`src/rtl/reg_file_bank_pkg.sv`:
```
// Shared types and defaults for the flip-flop register-file bank.
// The optional write counter is enabled with REG_FILE_BANK_WRCNT_EN.
package reg_file_pkg;

   localparam int DEF_WIDTH = 8;
   localparam int DEF_DEPTH = 4;
   localparam int WRCNT_W   = 16;

   typedef enum logic [0:0] {
      IDLE  = 1'b0,
      CLEAR = 1'b1
   } state_t;

endpackage

```
`src/rtl/reg_file_bank_btn_edge_sync.sv`:
```
// Two-flop synchroniser plus rising-edge detector for a raw board button.
// Emits a single-cycle strobe per low-to-high transition; no debounce.
module btn_edge_sync (
   input  logic i_clk,
   input  logic i_rst,
   input  logic i_btn,
   output logic o_stb
);

   logic r_s1;
   logic r_s2;
   logic r_s3;

   always_ff @(posedge i_clk or posedge i_rst) begin
      if (i_rst) begin
         r_s1 <= 1'b0;
         r_s2 <= 1'b0;
         r_s3 <= 1'b0;
      end else begin
         r_s1 <= i_btn;
         r_s2 <= r_s1;
         r_s3 <= r_s2;
      end
   end

   assign o_stb = r_s2 & ~r_s3;

endmodule

```
`src/rtl/reg_file_bank.sv`:
```
// DEPTH x WIDTH flip-flop register file with button-strobed writes, registered
// read and a clear sweep. Optional write counter: REG_FILE_BANK_WRCNT_EN.
module reg_file_bank
   import reg_file_pkg::*;
#(
   parameter  int WIDTH = DEF_WIDTH,
   parameter  int DEPTH = DEF_DEPTH,
   localparam int AW    = $clog2(DEPTH)
) (
   input  logic                clk,
   input  logic                rst,
   input  logic                wr_btn,
   input  logic [AW-1:0]       addr,
   input  logic [WIDTH-1:0]    wr_data,
   input  logic                clr,
   output logic [WIDTH-1:0]    rd_data,
   output logic                wr_ack,
   output logic                busy,
`ifdef REG_FILE_BANK_WRCNT_EN
   output logic [WRCNT_W-1:0]  wr_count,
`endif
   output state_t              dbg_state
);

   localparam logic [AW:0]   DEPTH_V = DEPTH[AW:0];
   localparam logic [AW-1:0] LAST    = AW'(DEPTH - 1);

   logic               w_wr_stb;
   logic               w_addr_ok;
   logic               w_do_write;
   logic               w_last;

   state_t             r_state;
   logic [AW-1:0]      r_ptr;
   logic               r_busy;
   logic               r_wr_ack;
   logic [WIDTH-1:0]   r_rd_data;
   logic [WIDTH-1:0]   r_mem [DEPTH];

   btn_edge_sync u_btn_sync (
      .i_clk (clk),
      .i_rst (rst),
      .i_btn (wr_btn),
      .o_stb (w_wr_stb)
   );

   // Addresses at or above DEPTH exist only when DEPTH is not a power of two.
   assign w_addr_ok  = {1'b0, addr} < DEPTH_V;
   assign w_do_write = (r_state == IDLE) & ~clr & w_wr_stb & w_addr_ok;
   assign w_last     = (r_ptr == LAST);

   always_ff @(posedge clk or posedge rst) begin
      if (rst) begin
         r_state <= IDLE;
         r_ptr   <= '0;
         r_busy  <= 1'b0;
      end else begin
         case (r_state)
            IDLE: begin
               if (clr) begin
                  r_state <= CLEAR;
                  r_ptr   <= '0;
                  r_busy  <= 1'b1;
               end
            end
            CLEAR: begin
               r_ptr <= r_ptr + AW'(1);
               if (w_last) begin
                  r_state <= IDLE;
                  r_busy  <= 1'b0;
               end
            end
            default: begin
               r_state <= IDLE;
               r_busy  <= 1'b0;
            end
         endcase
      end
   end

   always_ff @(posedge clk or posedge rst) begin
      if (rst) begin
         for (int i = 0; i < DEPTH; i++) begin
            r_mem[i] <= '0;
         end
      end else if (r_state == CLEAR) begin
         r_mem[r_ptr] <= '0;
      end else if (w_do_write) begin
         r_mem[addr] <= wr_data;
      end
   end

   // Reads sample the pre-edge array, so a same-cycle write returns the old word.
   always_ff @(posedge clk or posedge rst) begin
      if (rst) begin
         r_rd_data <= '0;
         r_wr_ack  <= 1'b0;
      end else begin
         r_rd_data <= w_addr_ok ? r_mem[addr] : '0;
         r_wr_ack  <= w_do_write;
      end
   end

`ifdef REG_FILE_BANK_WRCNT_EN
   logic [WRCNT_W-1:0] r_wr_count;

   always_ff @(posedge clk or posedge rst) begin
      if (rst) begin
         r_wr_count <= '0;
      end else if (r_wr_ack && (r_wr_count != '1)) begin
         r_wr_count <= r_wr_count + WRCNT_W'(1);
      end
   end

   assign wr_count = r_wr_count;
`endif

   assign rd_data   = r_rd_data;
   assign wr_ack    = r_wr_ack;
   assign busy      = r_busy;
   assign dbg_state = r_state;

endmodule
```
`config.mk`:
```
export PLATFORM = sky130hd
export DESIGN_NAME = reg_file_bank
export DESIGN_NICKNAME = d
export VERILOG_FILES = /design/src/rtl/reg_file_bank_pkg.sv /design/src/rtl/reg_file_bank_btn_edge_sync.sv /design/src/rtl/reg_file_bank.sv
export SDC_FILE = /design/constraint.sdc
export NUM_CORES = 1
export LEC_CHECK = 0
export ABC_AREA = 1
export BUFFER_PORTS_ARGS = -buffer_cell sky130_fd_sc_hd__buf_4
export CORE_AREA = 2 2 86 88
export DETAILED_ROUTE_END_ITERATION = 10
export DIE_AREA = 0 0 88 90
export PLACE_DENSITY = 0.52
export RECOVER_POWER = 50
export SLEW_MARGIN = 25
export SYNTH_ARGS = -nofsm -noshare
export SYNTH_HDL_FRONTEND = slang
export SYNTH_SLANG_ARGS = --single-unit
export TNS_END_PERCENT = 10
```
`constraint.sdc`:
```
create_clock -name clk -period 1.83 [get_ports clk]
set_input_delay 0.183 -clock clk [delete_from_list [all_inputs] [get_ports clk]]
set_output_delay 0.183 -clock clk [all_outputs]
set_load 0.02 [all_outputs]
```
### After elaboration in Yosys (flattened, before gate mapping)

Index checks and enable logic that the tools add are counted.

| storage, ports and cells | value |
|---|---|
| register bits after elaboration | 48 |
| input port bits | 14 |
| output and inout port bits | 11 |
| word-level logic and storage cells | 52 |

| operators by class | value |
|---|---|
| $add $sub $neg | 1 |
| $lt $le $gt $ge | 4 |
| eq/ne operators | 3 |
| multiplexer cells | 18 |
| bitwise logic cells | 10 |
| reduce and logical (&&, ||, !) cells | 4 |

Operators by type and width:

| cell | number |
|---|---|
| $mux W32 | 2 |
| $and A32 B32 Y32 | 1 |
| $bwmux W32 | 1 |
| $demux W8 S2 | 2 |
| $mux W8 | 4 |
| $not A32 Y32 | 1 |
| $bmux W8 S2 | 1 |
| $ge A3 B3 Y1 const B | 2 |
| $lt A3 B1 Y1 const B | 2 |
| $not A2 Y3 | 2 |
| $mux W1 | 4 |
| $ne A2 B2 Y1 const B | 2 |
| $pmux W1 S2 | 2 |
| $pmux W2 S2 | 1 |
| $and A1 B1 Y1 | 3 |
| $not A1 Y1 | 3 |
| $add A2 B1 Y2 const B | 1 |
| $eq A2 B2 Y1 const B | 1 |
| $logic_and A1 B1 Y1 | 2 |
| $mux W2 | 1 |
| $reduce_and A2 Y1 | 1 |
| $reduce_bool A2 Y1 | 1 |

### Longest topological paths before layout

Gate-level depths: netlist of run 1.

| depth | value |
|---|---|
| depth after elaboration | 8 |
| gate-level depth with buffers | 7 |
| mapped depth without buffers | 7 |

### Hierarchy

Synthesis of run 1 repeated with hierarchy kept, for this count alone.

| unflattened totals | value |
|---|---|
| cells, all modules | 354 |
| area, all modules | 2582.5 um^2 |

By module, submodules not included:

| module | instances | cells each | area each (um^2) | seq. area each (um^2) |
|---|---|---|---|---|
| reg_file_bank | 1 | 348 | 2493.6 | 1126.1 |
| btn_edge_sync | 1 | 6 | 88.8 | 75.1 |

### Worst setup path after synthesis of run 1

Ideal clock, no wire load.

| timing | value |
|---|---|
| path kind | register -> register |
| from | register r_state (netlist: dbg_state) |
| to | register r_mem[23] in the netlist's numbering |
| setup time | 0.117 ns |
| arrival time | 1.191 ns |
| required time | 1.713 ns |
| slack | 0.522 ns |
| cell stages (with the launch flop) | 8 |
| buffers on the path | 2 |
| period minus slack after synthesis | 1.308 ns |
| cells stage by stage | dfrtp_1 buf_2 buf_2 nor2_1 nand2_1 o21ai_0 nand2_1 nand2_1 |

| between the ends | value |
|---|---|
| word-level cells in the longest chain between the ends | 4 |
| elaborated cells between the ends (all ways) | 5 |
| classes of those cells | mux: 1; bitwise: 3; reduce/logical: 1 |

RTL lines:

| element | RTL line | source |
|---|---|---|
| start, declared | reg_file_bank.sv:33 | `state_t r_state;` |
| start signal, assigned | reg_file_bank.sv:54 | `r_state <= IDLE;` |
| start signal, assigned | reg_file_bank.sv:61 | `r_state <= CLEAR;` |
| start signal, assigned | reg_file_bank.sv:69 | `r_state <= IDLE;` |
| $not A1 Y1 | - |  |
| $and A1 B1 Y1 (2 in series) | reg_file_bank.sv:49 | `assign w_do_write = (r_state == IDLE) & ~clr & w_wr_stb & w_addr_ok;` |
| $reduce_bool A2 Y1 (no source line) | - |  |
| end signal, assigned by index | reg_file_bank.sv:89 | `r_mem[addr] <= wr_data;` |
| end, declared | reg_file_bank.sv:38 | `logic [WIDTH-1:0] r_mem [DEPTH];` |

Parallel ways exist; a longest one is shown, timed or not.
A chain may end at the register's enable or synchronous reset.

### Worst setup path in the final report of run 1

| timing | value |
|---|---|
| from | register r_state (netlist: dbg_state) |
| to | register r_mem[29] in the netlist's numbering |

The elaborated chain is that of the path after synthesis.

==> run_summary.xml, run 1 <==
<?xml version="1.0" encoding="UTF-8"?>
<metrics>
  <group name="clock_network">
    <metric name="clock_sink_count" unit="">48</metric>
    <metric name="post_cts_buffers" unit="">0</metric>
    <metric name="root_buffer" unit="">clkbuf_8</metric>
    <metric name="cts_made_buffers" unit="">5</metric>
    <metric name="htree_num_levels" unit="">2</metric>
    <metric name="clkTransAtPathRegs" unit="ns">0.09</metric>
    <metric name="clk_latency" unit="ns">0.30</metric>
    <metric name="clock_buffer_depth" unit="">2</metric>
    <metric name="cts_repair_resize_count" unit="">0</metric>
    <metric name="cts_tree" unit="">yes</metric>
  </group>
  <group name="floorplanning">
    <metric name="core_region_area" unit="µm²">7020</metric>
    <metric name="chipHeight" unit="µm">90</metric>
    <metric name="die_outline_area" unit="µm²">7920</metric>
    <metric name="die_w" unit="µm">88</metric>
    <metric name="rows" unit="">31</metric>
    <metric name="i_o_pin_count" unit="">25</metric>
    <metric name="initial_utilization" unit="%">37.52</metric>
  </group>
  <group name="global_routing">
    <metric name="grt-ovfl-total" unit="">0</metric>
    <metric name="antenna_found_initial" unit="">0</metric>
    <metric name="grt.total_usage" unit="%">19.31</metric>
    <metric name="grt_pass1_wl" unit="µm">11740</metric>
    <metric name="largest_net_degree_at_the_start_of_global_routing" unit="">30</metric>
    <metric name="first_global_vias" unit="">2212</metric>
  </group>
  <group name="worst_setup_path">
    <metric name="worstPathArrival" unit="ns">1.66</metric>
    <metric name="crit-reg2reg-launch" unit="">dbg_state$_DFF_PP0_</metric>
    <metric name="critical_path.startpoint" unit="">dbg_state$_DFF_PP0_</metric>
    <metric name="criticalPathCategory" unit="">reg2reg</metric>
    <metric name="critical_path_peak_fanout" unit="">14</metric>
    <metric name="ff2ff_setup_slack" unit="ns">0.41</metric>
    <metric name="critical_path_required" unit="ns">2.07</metric>
    <metric name="critical_path.endpoint_type" unit="">register</metric>
    <metric name="setup.worst_path.start_class" unit="">register</metric>
  </group>
  <group name="timing">
    <metric name="finalWorstPathRequiredPeriod" unit="ns">1.416</metric>
    <metric name="setup_viol" unit="">0</metric>
    <metric name="max_freq" unit="GHz">0.7061</metric>
    <metric name="tightestPinTransition" unit="ns">0.9214</metric>
    <metric name="layout_worst_path_cycle_share" unit="%">77.38</metric>
    <metric name="finalHoldViolCount" unit="">0</metric>
    <metric name="timing.slew.headroom" unit="%">38.51</metric>
    <metric name="report.final.slew_viol_count" unit="">0</metric>
    <metric name="tns" unit="ns">0</metric>
    <metric name="unrepaired_setup_endpoints_after_global_routing" unit="">false</metric>
    <metric name="hold_ws" unit="ns">0.2152</metric>
    <metric name="fin_worst_skew" unit="ns">0.005409</metric>
  </group>
  <group name="logic_synthesis">
    <metric name="synth.largest_area_cell" unit="">dfrtp_1</metric>
    <metric name="ys_top_cells_by_count" unit="">141 x nand2_1, 64 x nand3_1, 48 x dfrtp_1</metric>
    <metric name="synth_top_area_share" unit="%">45.61</metric>
    <metric name="mappedNetlistArea" unit="µm²">2634</metric>
    <metric name="netlist_instances" unit="">340</metric>
    <metric name="synth_edf_count" unit="">0</metric>
    <metric name="synth-warning-count" unit="">0</metric>
    <metric name="synth.yosys.seq_area_share" unit="%">45.61</metric>
    <metric name="yosys.cell_types.count" unit="">23</metric>
    <metric name="syn-mean-instance-area" unit="µm²">7.746</metric>
    <metric name="ys_ff_latch" unit="">48</metric>
    <metric name="synth.net_count" unit="">358</metric>
    <metric name="ys_top_cells_by_area" unit="">dfrtp_1 46%, nand2_1 20%, nand3_1 12%</metric>
    <metric name="synth-async-reset-ratio" unit="%">100.0</metric>
    <metric name="synthMostInstantiatedCell" unit="">nand2_1</metric>
    <metric name="yosys_most_used_dff" unit="">dfrtp_1</metric>
  </group>
  <group name="place">
    <metric name="port_buffers" unit="">24</metric>
    <metric name="numPlacedInstances" unit="">458</metric>
    <metric name="placed_area" unit="µm²">2938</metric>
    <metric name="routability_congestion_estimate" unit="">0.8537</metric>
    <metric name="dp.final_hpwl" unit="µm">4927</metric>
  </group>
  <group name="layout">
    <metric name="final_cell_area" unit="µm²">2998</metric>
    <metric name="nets" unit="">386</metric>
    <metric name="final.fill_count" unit="">746</metric>
    <metric name="area_delta_synth_final" unit="%">13.82</metric>
    <metric name="fin_cells" unit="">467</metric>
    <metric name="n_antenna_cell" unit="">0</metric>
    <metric name="post_route_cells_drive_above_1_share" unit="%">12.50</metric>
  </group>
  <group name="route">
    <metric name="viasPerCell" unit="">4.887</metric>
    <metric name="vias" unit="">2282</metric>
    <metric name="drt_pass1_iterations" unit="">5</metric>
    <metric name="ant_nets" unit="">0</metric>
    <metric name="detail_route.drc_violations" unit="">0</metric>
    <metric name="drt-wirelength-per-cell" unit="µm">14.87</metric>
    <metric name="detail_route.iter0.violations" unit="">172</metric>
    <metric name="route.final.wire_length" unit="µm">6946</metric>
  </group>
  <group name="power_and_ir_drop">
    <metric name="power_leakage" unit="nW">1.604</metric>
    <metric name="worst_ir_drop_vdd" unit="mV">0.7039</metric>
    <metric name="post-layout-total-power" unit="mW">3.974</metric>
    <metric name="power.density" unit="nW/µm²">1326</metric>
  </group>
  <group name="job">
    <metric name="cap_violations" unit="">0</metric>
  </group>
  <group name="run_status">
    <metric name="status" unit="">finished clean</metric>
  </group>
  <group name="min_path">
    <metric name="min-delay-path-class" unit="">in2reg</metric>
    <metric name="min_from" unit="">clr</metric>
  </group>
</metrics>
-- sequential cells by signal, indices dropped and copies added, names as in the netlist --
signal	flops
busy	1
dbg_state	1
r_mem	32
r_ptr	2
rd_data	8
u_btn_sync.r_s1	1
u_btn_sync.r_s2	1
u_btn_sync.r_s3	1
wr_ack	1
-- report_power, final --
part           leakage, nW  internal (mW)  total [mW]  switching (mW)
clock               0.0410          0.261       0.613           0.353
combinational        0.922          0.536        1.64            1.10
sequential           0.641           1.44        1.72           0.289
-- timing repair --
action / 4_1_cts / 5_1_grt
endpoints found under the hold margin: 22 / 0
hold buffers: 2 / 0
setup endpoints to repair: 0 / 0
-- critical path, stage by stage (launching register included) --
cell	delay [ns]
dfrtp_1	0.39
buf_4	0.20
nor2_1	0.46
nand2_1	0.11
nand2_1	0.09
nand2_1	0.05
nand2_1	0.06
-- logic make-up (layout without fill, tap and decap cells) --
kind of cell             count (synthesis)  after routing  share of synthesized area, %
AO/OA/AOI/OAI                           21             21                         4.940
adder cells (fa/ha/maj)                  4              4                         1.900
buffers and inverters                   37             65                         6.651
AND/OR/NAND/NOR                        230            230                         40.90
flip-flops                              48             48                         45.61
-- stage by stage --
step | util [%] | setup slack, ns
floorplan | - | 0.5025
CTS | 43.24 | 0.4286
global placement | 41.85 | 0.4827
detailed placement | 41.85 | 0.4512
global route | 42.70 | 0.2983
finish | 42.70 | 0.4139
-- placed cells by master (no fill, tap or decap), types with 3 or more instances in the layout --
cell      instances
a21oi_1           6
a22oi_1          10
buf_4            18
clkbuf_1         11
clkbuf_8          5
dfrtp_1          48
ha_1              4
inv_1            21
inv_2             3
nand2_1         141
nand2_4           3
nand3_1          64
nand3_4           3
nor2_1            9
nor2_4            3
o21ai_0           4
-- worst paths after layout --
check / endpoint / depth (start not counted)
max in group asynchronous: rd_data[4]$_DFF_PP0_ / 4
hold reg to reg: u_btn_sync.r_s2$_DFF_PP0_ / 0
min in group asynchronous: u_btn_sync.r_s1$_DFF_PP0_ / 3
setup / recovery: r_mem[29]$_DFFE_PP0P_ / 6
setup reg to reg: r_mem[29]$_DFFE_PP0P_ / 6
hold / removal: r_ptr[0]$_DFFE_PP0P_ / 4
-- cell type report --
class / count / area, µm² / area share [%]
repair buffers: 34 / 247.7 / 8.264
clock inverters: 1 / 5.005 / 0.1669
flip-flops and latches: 48 / 1201 / 40.07
clock buffers: 6 / 72.57 / 2.421
well taps: 99 / 123.9 / 4.132
inverters: 24 / 90.09 / 3.005
multi-input cells: 255 / 1257 / 41.94
-- routing by layer --
| metal | vias to the layer above | track usage [%] | part of all wire [%] |
|---|---|---|---|
| li1 | 1140 | - | - |
| met1 | 1059 | 30.73 | 50 |
| met2 | 74 | 26.96 | 43 |
| met3 | 9 | 3.214 | 5.4 |
| met4 | 0 | 4.872 | 1.5 |
| met5 | - | 0 | 0 |
No activity file was read; power rests on OpenSTA's default activity.
==> run 2: changes to the inputs <==
- PLACE_DENSITY: 0.52 -> 0.54
- clock period: 1.83 -> 1.2 ns (I/O delays scaled with it)
==> run 2 against run 1 <==
Effect of this change:
- the run now ends with setup timing left
- critical path depth increased by 1
- global-route usage increased by 1.3 points
- utilization increased by 6.9 points
- sequential share of layout area decreased by 5.6 points
- non-clock buffer count increased by 23
- sequential cell count unchanged
- cell count increased by 6.0%
- clock power increased by 68%
- combinational power increased by 120%
==> run_summary.xml, run 2 (synthesis results as in run 1) <==
<?xml version="1.0" encoding="UTF-8"?>
<metrics>
  <group name="run_status">
    <metric name="status" unit="">complete, but fails checks</metric>
    <metric name="violations" unit="">setup timing</metric>
  </group>
  <group name="route">
    <metric name="route.final.wire_length" unit="µm">7599</metric>
    <metric name="vias" unit="">2481</metric>
    <metric name="ant_nets" unit="">0</metric>
    <metric name="viasPerCell" unit="">5.012</metric>
    <metric name="detail_route.iter0.violations" unit="">149</metric>
    <metric name="drt_pass1_iterations" unit="">4</metric>
    <metric name="drt-wirelength-per-cell" unit="µm">15.35</metric>
    <metric name="detail_route.drc_violations" unit="">0</metric>
  </group>
  <group name="worst_setup_path">
    <metric name="ff2ff_setup_slack" unit="ns">-0.12</metric>
    <metric name="setup.worst_path.start_class" unit="">register</metric>
    <metric name="crit-reg2reg-launch" unit="">dbg_state$_DFF_PP0_</metric>
    <metric name="critical_path_required" unit="ns">1.44</metric>
    <metric name="critical_path_depth" unit="">7</metric>
    <metric name="critical_path.endpoint_type" unit="">register</metric>
    <metric name="criticalPathCategory" unit="">reg2reg</metric>
    <metric name="max_incr_delay_on_cp" unit="ns">0.46</metric>
    <metric name="path_delay_family" unit="">simple AND/OR/NAND/NOR gates</metric>
    <metric name="cp_num_buf_inv" unit="">2</metric>
    <metric name="r2r_cells" unit="">7</metric>
    <metric name="worst_r2r_endpoint" unit="">r_mem[28]$_DFFE_PP0P_</metric>
    <metric name="worstPathArrival" unit="ns">1.56</metric>
    <metric name="critical-path-slowest-cell" unit="">dfrtp_2</metric>
    <metric name="critical_path_peak_fanout" unit="">8</metric>
    <metric name="crit_chain" unit="">buf_12 -&gt; nor2_8 -&gt; buf_12 -&gt; nand3_4 -&gt; nand2_4 -&gt; nand2_1 -&gt; nand2_1</metric>
  </group>
  <group name="power_and_ir_drop">
    <metric name="worst_ir_drop_vdd" unit="mV">0.8983</metric>
    <metric name="post-layout-total-power" unit="mW">7.228</metric>
    <metric name="power.switching_fraction" unit="%">40.98</metric>
    <metric name="power_frac_comb" unit="%">49.1</metric>
    <metric name="power.density" unit="nW/µm²">2074</metric>
    <metric name="internal-power" unit="mW">4.266</metric>
    <metric name="power_frac_seq" unit="%">36.6</metric>
    <metric name="net-switching-power" unit="mW">2.962</metric>
    <metric name="clock_network_power_share" unit="%">14.3</metric>
    <metric name="power_leakage" unit="nW">1.808</metric>
  </group>
  <group name="layout">
    <metric name="largest_reg_flops" unit="">32</metric>
    <metric name="multi_input_comb_area" unit="µm²">1364</metric>
    <metric name="max_flop_register" unit="">r_mem</metric>
    <metric name="mostFrequentLayoutCell" unit="">nand2_1</metric>
    <metric name="post_route_cells_drive_above_1_share" unit="%">24.24</metric>
    <metric name="final_cell_area" unit="µm²">3485</metric>
    <metric name="nets" unit="">413</metric>
    <metric name="fin_cells" unit="">495</metric>
    <metric name="layout_common_cells" unit="">139 x nand2_1, 63 x nand3_1, 47 x dfrtp_1, 37 x buf_4, 17 x inv_1</metric>
    <metric name="area_delta_synth_final" unit="%">32.30</metric>
    <metric name="final.fill_count" unit="">690</metric>
    <metric name="n_antenna_cell" unit="">0</metric>
    <metric name="seqCellArea" unit="µm²">1202</metric>
  </group>
  <group name="floorplanning">
    <metric name="i_o_pin_count" unit="">25</metric>
    <metric name="chipHeight" unit="µm">90</metric>
    <metric name="initial_utilization" unit="%">37.52</metric>
    <metric name="die_w" unit="µm">88</metric>
    <metric name="core_region_area" unit="µm²">7020</metric>
    <metric name="die_outline_area" unit="µm²">7920</metric>
    <metric name="rows" unit="">31</metric>
  </group>
  <group name="place">
    <metric name="routability_congestion_estimate" unit="">0.8473</metric>
    <metric name="port_buffers" unit="">24</metric>
    <metric name="numPlacedInstances" unit="">473</metric>
    <metric name="pre_cts_ws" unit="ns">-0.08332</metric>
    <metric name="dp.final_hpwl" unit="µm">4977</metric>
    <metric name="placed_area" unit="µm²">3156</metric>
  </group>
  <group name="timing">
    <metric name="finalWorstPathRequiredPeriod" unit="ns">1.316</metric>
    <metric name="tightestPinTransition" unit="ns">0.6184</metric>
    <metric name="setup_ws" unit="ns">-0.1163</metric>
    <metric name="timing.slew.headroom" unit="%">58.78</metric>
    <metric name="layout_worst_path_cycle_share" unit="%">109.7</metric>
    <metric name="max_freq" unit="GHz">0.7597</metric>
    <metric name="hold_ws" unit="ns">0.1534</metric>
    <metric name="unrepaired_setup_endpoints_after_global_routing" unit="">true</metric>
    <metric name="finalHoldViolCount" unit="">0</metric>
    <metric name="fin_worst_skew" unit="ns">0.009807</metric>
    <metric name="report.final.slew_viol_count" unit="">0</metric>
    <metric name="setup_viol" unit="">35</metric>
  </group>
  <group name="min_path">
    <metric name="min_path_cells" unit="">3</metric>
    <metric name="min-delay-path-class" unit="">in2reg</metric>
    <metric name="min_from" unit="">clr</metric>
    <metric name="timing.hold.worst_endpoint" unit="">busy$_DFFE_PP0P_</metric>
  </group>
  <group name="global_routing">
    <metric name="antenna_found_initial" unit="">0</metric>
    <metric name="grt-ovfl-total" unit="">0</metric>
    <metric name="grt_pass1_wl" unit="µm">12630</metric>
    <metric name="first_global_vias" unit="">2429</metric>
    <metric name="largest_net_degree_at_the_start_of_global_routing" unit="">49</metric>
    <metric name="grt.total_usage" unit="%">20.61</metric>
  </group>
  <group name="clock_network">
    <metric name="clk_latency" unit="ns">0.31</metric>
    <metric name="cts_tree" unit="">yes</metric>
    <metric name="cts_made_buffers" unit="">5</metric>
    <metric name="root_buffer" unit="">clkbuf_8</metric>
    <metric name="clkTransAtPathRegs" unit="ns">0.09</metric>
    <metric name="htree_num_levels" unit="">2</metric>
    <metric name="clock_sink_count" unit="">48</metric>
    <metric name="clock_buffer_depth" unit="">2</metric>
  </group>
  <group name="job">
    <metric name="cap_violations" unit="">0</metric>
  </group>
</metrics>
run 2: cell types whose count changed in the layout (fill, tap and decap cells not counted), moves of 2 or more:
cell	previous run	this run
nor2_1	9	3
buf_4	18	37
buf_12	2	11
nand3_2	1	5
inv_2	3	5
nor2_4	3	7
inv_1	21	17
buf_6	0	4
nand2_1	141	139
nor2_2	2	4
clkbuf_1	11	3
clkinvlp_4	0	2
run 2: per-layer routing:
| metal | wire length, µm | up-vias | global-route usage, % |
|---|---|---|---|
| li1 | - | 1220 | - |
| met1 | 3597 | 1199 | 30.71 |
| met2 | 3582 | 54 | 31.19 |
| met3 | 317 | 8 | 3.122 |
| met4 | 101 | 0 | 5.000 |
| met5 | 0 | - | 0 |
run 2: cell type report:
cell class	instances	area share, %
clock buffers	8	2.585
inverters	24	2.801
multi-input cells	259	39.14
flip-flops and latches	48	34.51
well taps	99	3.555
repair buffers	57	17.41
run 2: how the worst max path moves through the flow:
stage,start,end,slack (ns)
final,dbg_state$_DFF_PP0_,r_mem[28]$_DFFE_PP0P_,-0.12
after global routing,dbg_state$_DFF_PP0_,r_mem[7]$_DFFE_PP0P_,-0.19
after CTS,dbg_state$_DFF_PP0_,r_mem[5]$_DFFE_PP0P_,-0.09
after detailed placement,r_ptr[0]$_DFFE_PP0P_,r_mem[8]$_DFFE_PP0P_,-0.08
after global placement,r_ptr[0]$_DFFE_PP0P_,r_mem[9]$_DFFE_PP0P_,-0.05
after floorplan,dbg_state$_DFF_PP0_,r_mem[10]$_DFFE_PP0P_,-0.01
run 2: stage by stage:
stage | TNS [ns] | utilization [%]
6_report | -3.114 | 49.63
5_1_grt | -5.082 | 49.63
4_1_cts | -2.632 | 49.76
3_5_place_dp | -1.667 | 44.95
3_3_place_gp | -0.9885 | 44.95
2_1_floorplan | -0.1813 | -
run 2: repair_timing:
item                                    CTS  global route
hold endpoints to repair                 49             0
endpoints found under the setup margin   33            36
gates cloned                              5             0
hold buffers                              2             0
pin swaps                                10             5
setup buffers                             7             0
resized for setup                        18             2
run 2: power by group through the flow:
stage	registers [mW]	clock network, mW	logic (mW)
5_1_grt	2.72	1.12	3.86
3_5_place_dp	2.68	0	3.02
2_1_floorplan	2.70	0	1.70
4_1_cts	2.63	1.06	3.54
3_3_place_gp	2.66	0	2.99
6_report	2.65	1.03	3.55
run 2: worst min-delay path: cells and delay by family:
family / cells / cell delay, ns
AOI/OAI and AO/OA: 2 / 0.18
buffers and inverters: 1 / 0.12
==> run 3: changes to the inputs <==
- REMOVE_ABC_BUFFERS: not set -> 1
==> run 3 against run 2 <==
Effect of this change:
- the flow still finishes with violations (setup timing)
- non-clock buffer count shrank 3
- register-to-register slack better by 0.08 ns
- cell area fell by 5.1%
- cell count down 1.4%
- first-iteration DRC count is 32% higher
- combinational power is 14% lower
- clock power about the same
- die area stayed put
- utilization decreased by 2.5 points
==> run_summary.xml, run 3 (synthesis results as in run 1) <==
<?xml version="1.0" encoding="UTF-8"?>
<metrics>
  <group name="run_status">
    <metric name="status" unit="">complete, but fails checks</metric>
    <metric name="violations" unit="">setup timing</metric>
  </group>
  <group name="worst_setup_path">
    <metric name="critical_path.endpoint_type" unit="">register</metric>
    <metric name="dominant_cell_type_by_count_on_the_critical_path" unit="">nand2_1</metric>
    <metric name="critical-path-slowest-cell" unit="">dfrtp_1</metric>
    <metric name="worstPathArrival" unit="ns">1.48</metric>
    <metric name="critical_path_peak_fanout" unit="">9</metric>
    <metric name="criticalPathCategory" unit="">reg2reg</metric>
    <metric name="max_incr_delay_on_cp" unit="ns">0.41</metric>
    <metric name="setup.worst_path.start_class" unit="">register</metric>
    <metric name="cp_num_buf_inv" unit="">1</metric>
    <metric name="path_delay_family" unit="">simple AND/OR/NAND/NOR gates</metric>
    <metric name="crit_chain" unit="">buf_6 -&gt; nor2_8 -&gt; nand3_4 -&gt; nand2_4 -&gt; nand2_1 -&gt; nand2_1</metric>
    <metric name="ff2ff_setup_slack" unit="ns">-0.04</metric>
    <metric name="critical_path_required" unit="ns">1.44</metric>
  </group>
  <group name="floorplanning">
    <metric name="rows" unit="">31</metric>
    <metric name="chipHeight" unit="µm">90</metric>
    <metric name="i_o_pin_count" unit="">25</metric>
    <metric name="initial_utilization" unit="%">37.52</metric>
    <metric name="die_w" unit="µm">88</metric>
    <metric name="core_region_area" unit="µm²">7020</metric>
    <metric name="die_outline_area" unit="µm²">7920</metric>
  </group>
  <group name="power_and_ir_drop">
    <metric name="power_frac_comb" unit="%">45.4</metric>
    <metric name="clock_network_power_share" unit="%">15.6</metric>
    <metric name="power_leakage" unit="nW">1.762</metric>
    <metric name="power.switching_fraction" unit="%">41.43</metric>
    <metric name="net-switching-power" unit="mW">2.789</metric>
    <metric name="internal-power" unit="mW">3.943</metric>
    <metric name="power.density" unit="nW/µm²">2036</metric>
    <metric name="worst_ir_drop_vdd" unit="mV">1.177</metric>
    <metric name="power_frac_seq" unit="%">39.0</metric>
  </group>
  <group name="timing">
    <metric name="timing.slew.headroom" unit="%">58.32</metric>
    <metric name="layout_worst_path_cycle_share" unit="%">103.3</metric>
    <metric name="tns" unit="ns">-0.3713</metric>
    <metric name="unrepaired_setup_endpoints_after_global_routing" unit="">true</metric>
    <metric name="setup_ws" unit="ns">-0.03946</metric>
    <metric name="setup_viol" unit="">28</metric>
    <metric name="fin_worst_skew" unit="ns">0.004383</metric>
    <metric name="report.final.slew_viol_count" unit="">0</metric>
    <metric name="max_freq" unit="GHz">0.8068</metric>
    <metric name="hold_ws" unit="ns">0.1689</metric>
    <metric name="tightestPinTransition" unit="ns">0.6252</metric>
    <metric name="finalWorstPathRequiredPeriod" unit="ns">1.239</metric>
    <metric name="finalHoldViolCount" unit="">0</metric>
  </group>
  <group name="place">
    <metric name="port_buffers" unit="">24</metric>
    <metric name="dp.final_hpwl" unit="µm">4798</metric>
    <metric name="routability_congestion_estimate" unit="">0.8227</metric>
    <metric name="pre_cts_ws" unit="ns">-0.06675</metric>
  </group>
  <group name="layout">
    <metric name="final.fill_count" unit="">726</metric>
    <metric name="post_route_cells_drive_above_1_share" unit="%">24.68</metric>
    <metric name="largest_reg_flops" unit="">32</metric>
    <metric name="mostFrequentLayoutCell" unit="">nand2_1</metric>
    <metric name="max_flop_register" unit="">r_mem</metric>
    <metric name="area_delta_synth_final" unit="%">25.56</metric>
    <metric name="n_antenna_cell" unit="">0</metric>
    <metric name="nets" unit="">407</metric>
    <metric name="layout_common_cells" unit="">136 x nand2_1, 57 x nand3_1, 48 x dfrtp_1, 46 x buf_4, 17 x inv_1</metric>
  </group>
  <group name="clock_network">
    <metric name="root_buffer" unit="">clkbuf_8</metric>
    <metric name="cts_made_buffers" unit="">5</metric>
    <metric name="cts_tree" unit="">yes</metric>
    <metric name="htree_num_levels" unit="">2</metric>
    <metric name="clock_sink_count" unit="">48</metric>
    <metric name="clkTransAtPathRegs" unit="ns">0.09</metric>
    <metric name="clk_latency" unit="ns">0.30</metric>
    <metric name="clock_buffer_depth" unit="">2</metric>
  </group>
  <group name="route">
    <metric name="drt-wirelength-per-cell" unit="µm">14.16</metric>
    <metric name="drt_pass1_iterations" unit="">4</metric>
    <metric name="route.final.wire_length" unit="µm">6909</metric>
    <metric name="vias" unit="">2436</metric>
    <metric name="viasPerCell" unit="">4.992</metric>
    <metric name="detail_route.iter0.violations" unit="">197</metric>
    <metric name="ant_nets" unit="">0</metric>
    <metric name="detail_route.drc_violations" unit="">0</metric>
  </group>
  <group name="job">
    <metric name="cap_violations" unit="">0</metric>
  </group>
  <group name="global_routing">
    <metric name="largest_net_degree_at_the_start_of_global_routing" unit="">49</metric>
    <metric name="grt.total_usage" unit="%">18.90</metric>
    <metric name="antenna_found_initial" unit="">0</metric>
    <metric name="first_global_vias" unit="">2380</metric>
    <metric name="grt-ovfl-total" unit="">0</metric>
    <metric name="grt_pass1_wl" unit="µm">11830</metric>
  </group>
  <group name="min_path">
    <metric name="min-delay-path-class" unit="">in2reg</metric>
  </group>
</metrics>
[run 3: changes by cell type in the layout (fill, tap and decap cells not counted), sizes merged]
cell | previous run | this run
nand3 | 72 | 69
buf | 52 | 50
clkinvlp | 2 | 0
inv | 22 | 24
bufbuf | 1 | 0
clkbuf | 10 | 9
[run 3: repair_timing]
item | 4_1_cts | 5_1_grt
pin swaps | 5 | 6
hold buffers | 2 | 0
buffers inserted | 2 | 0
cloned | 1 | 0
endpoints found under the hold margin | 49 | 0
endpoints found under the setup margin | 32 | 35
resized for setup | 11 | 15
[run 3: worst paths after layout]
check,startpoint,end,depth (start not counted)
worst max-delay path,dbg_state$_DFF_PP0_,r_mem[18]$_DFFE_PP0P_,6
worst min-delay path,clr,busy$_DFFE_PP0P_,3
worst max register to register,dbg_state$_DFF_PP0_,r_mem[18]$_DFFE_PP0P_,6
worst min register to register,u_btn_sync.r_s1$_DFF_PP0_,u_btn_sync.r_s2$_DFF_PP0_,0
max in group asynchronous,rst,r_mem[26]$_DFFE_PP0P_,4
min in group asynchronous,rst,r_ptr[0]$_DFFE_PP0P_,4
[run 3: final cells by class]
cell class              instances  area [µm²]  area share (%)
flip-flops and latches         48        1201           36.32
well taps                      99       123.9           3.746
clock buffers                   7       96.34           2.913
inverters                      24       92.59           2.800
repair buffers                 54       442.9           13.39
multi-input cells             256        1350           40.82
[run 3: layer usage]
layer  track usage, %  wire length, µm
met1            27.49             3137
met2            29.29             3258
met3            2.847              398
met4            4.872              114
met5                0                0
[run 3: through the flow]
step	util [%]	power (mW)	cells	cell area, µm²
floorplan	-	4.213	327	2549
global placement	43.95	5.473	476	3085
detailed placement	43.95	5.492	476	3085
CTS	46.43	6.662	488	3259
global route	47.10	7.235	488	3307
finish	47.10	6.732	488	3307
[run 3: power groups by stage]
stage               clock network [mW]  logic (mW)  registers (mW)
finish                            1.05        3.05            2.63
floorplan                            0        1.40            2.81
global route                      1.13        3.40            2.70
global placement                     0        2.84            2.64
CTS                               1.09        2.96            2.62
detailed placement                   0        2.86            2.64
[run 3: worst min-delay path: stages]
cell and delay (ns):
buf_4 0.12, a21oi_1 0.07, a21oi_1 0.12
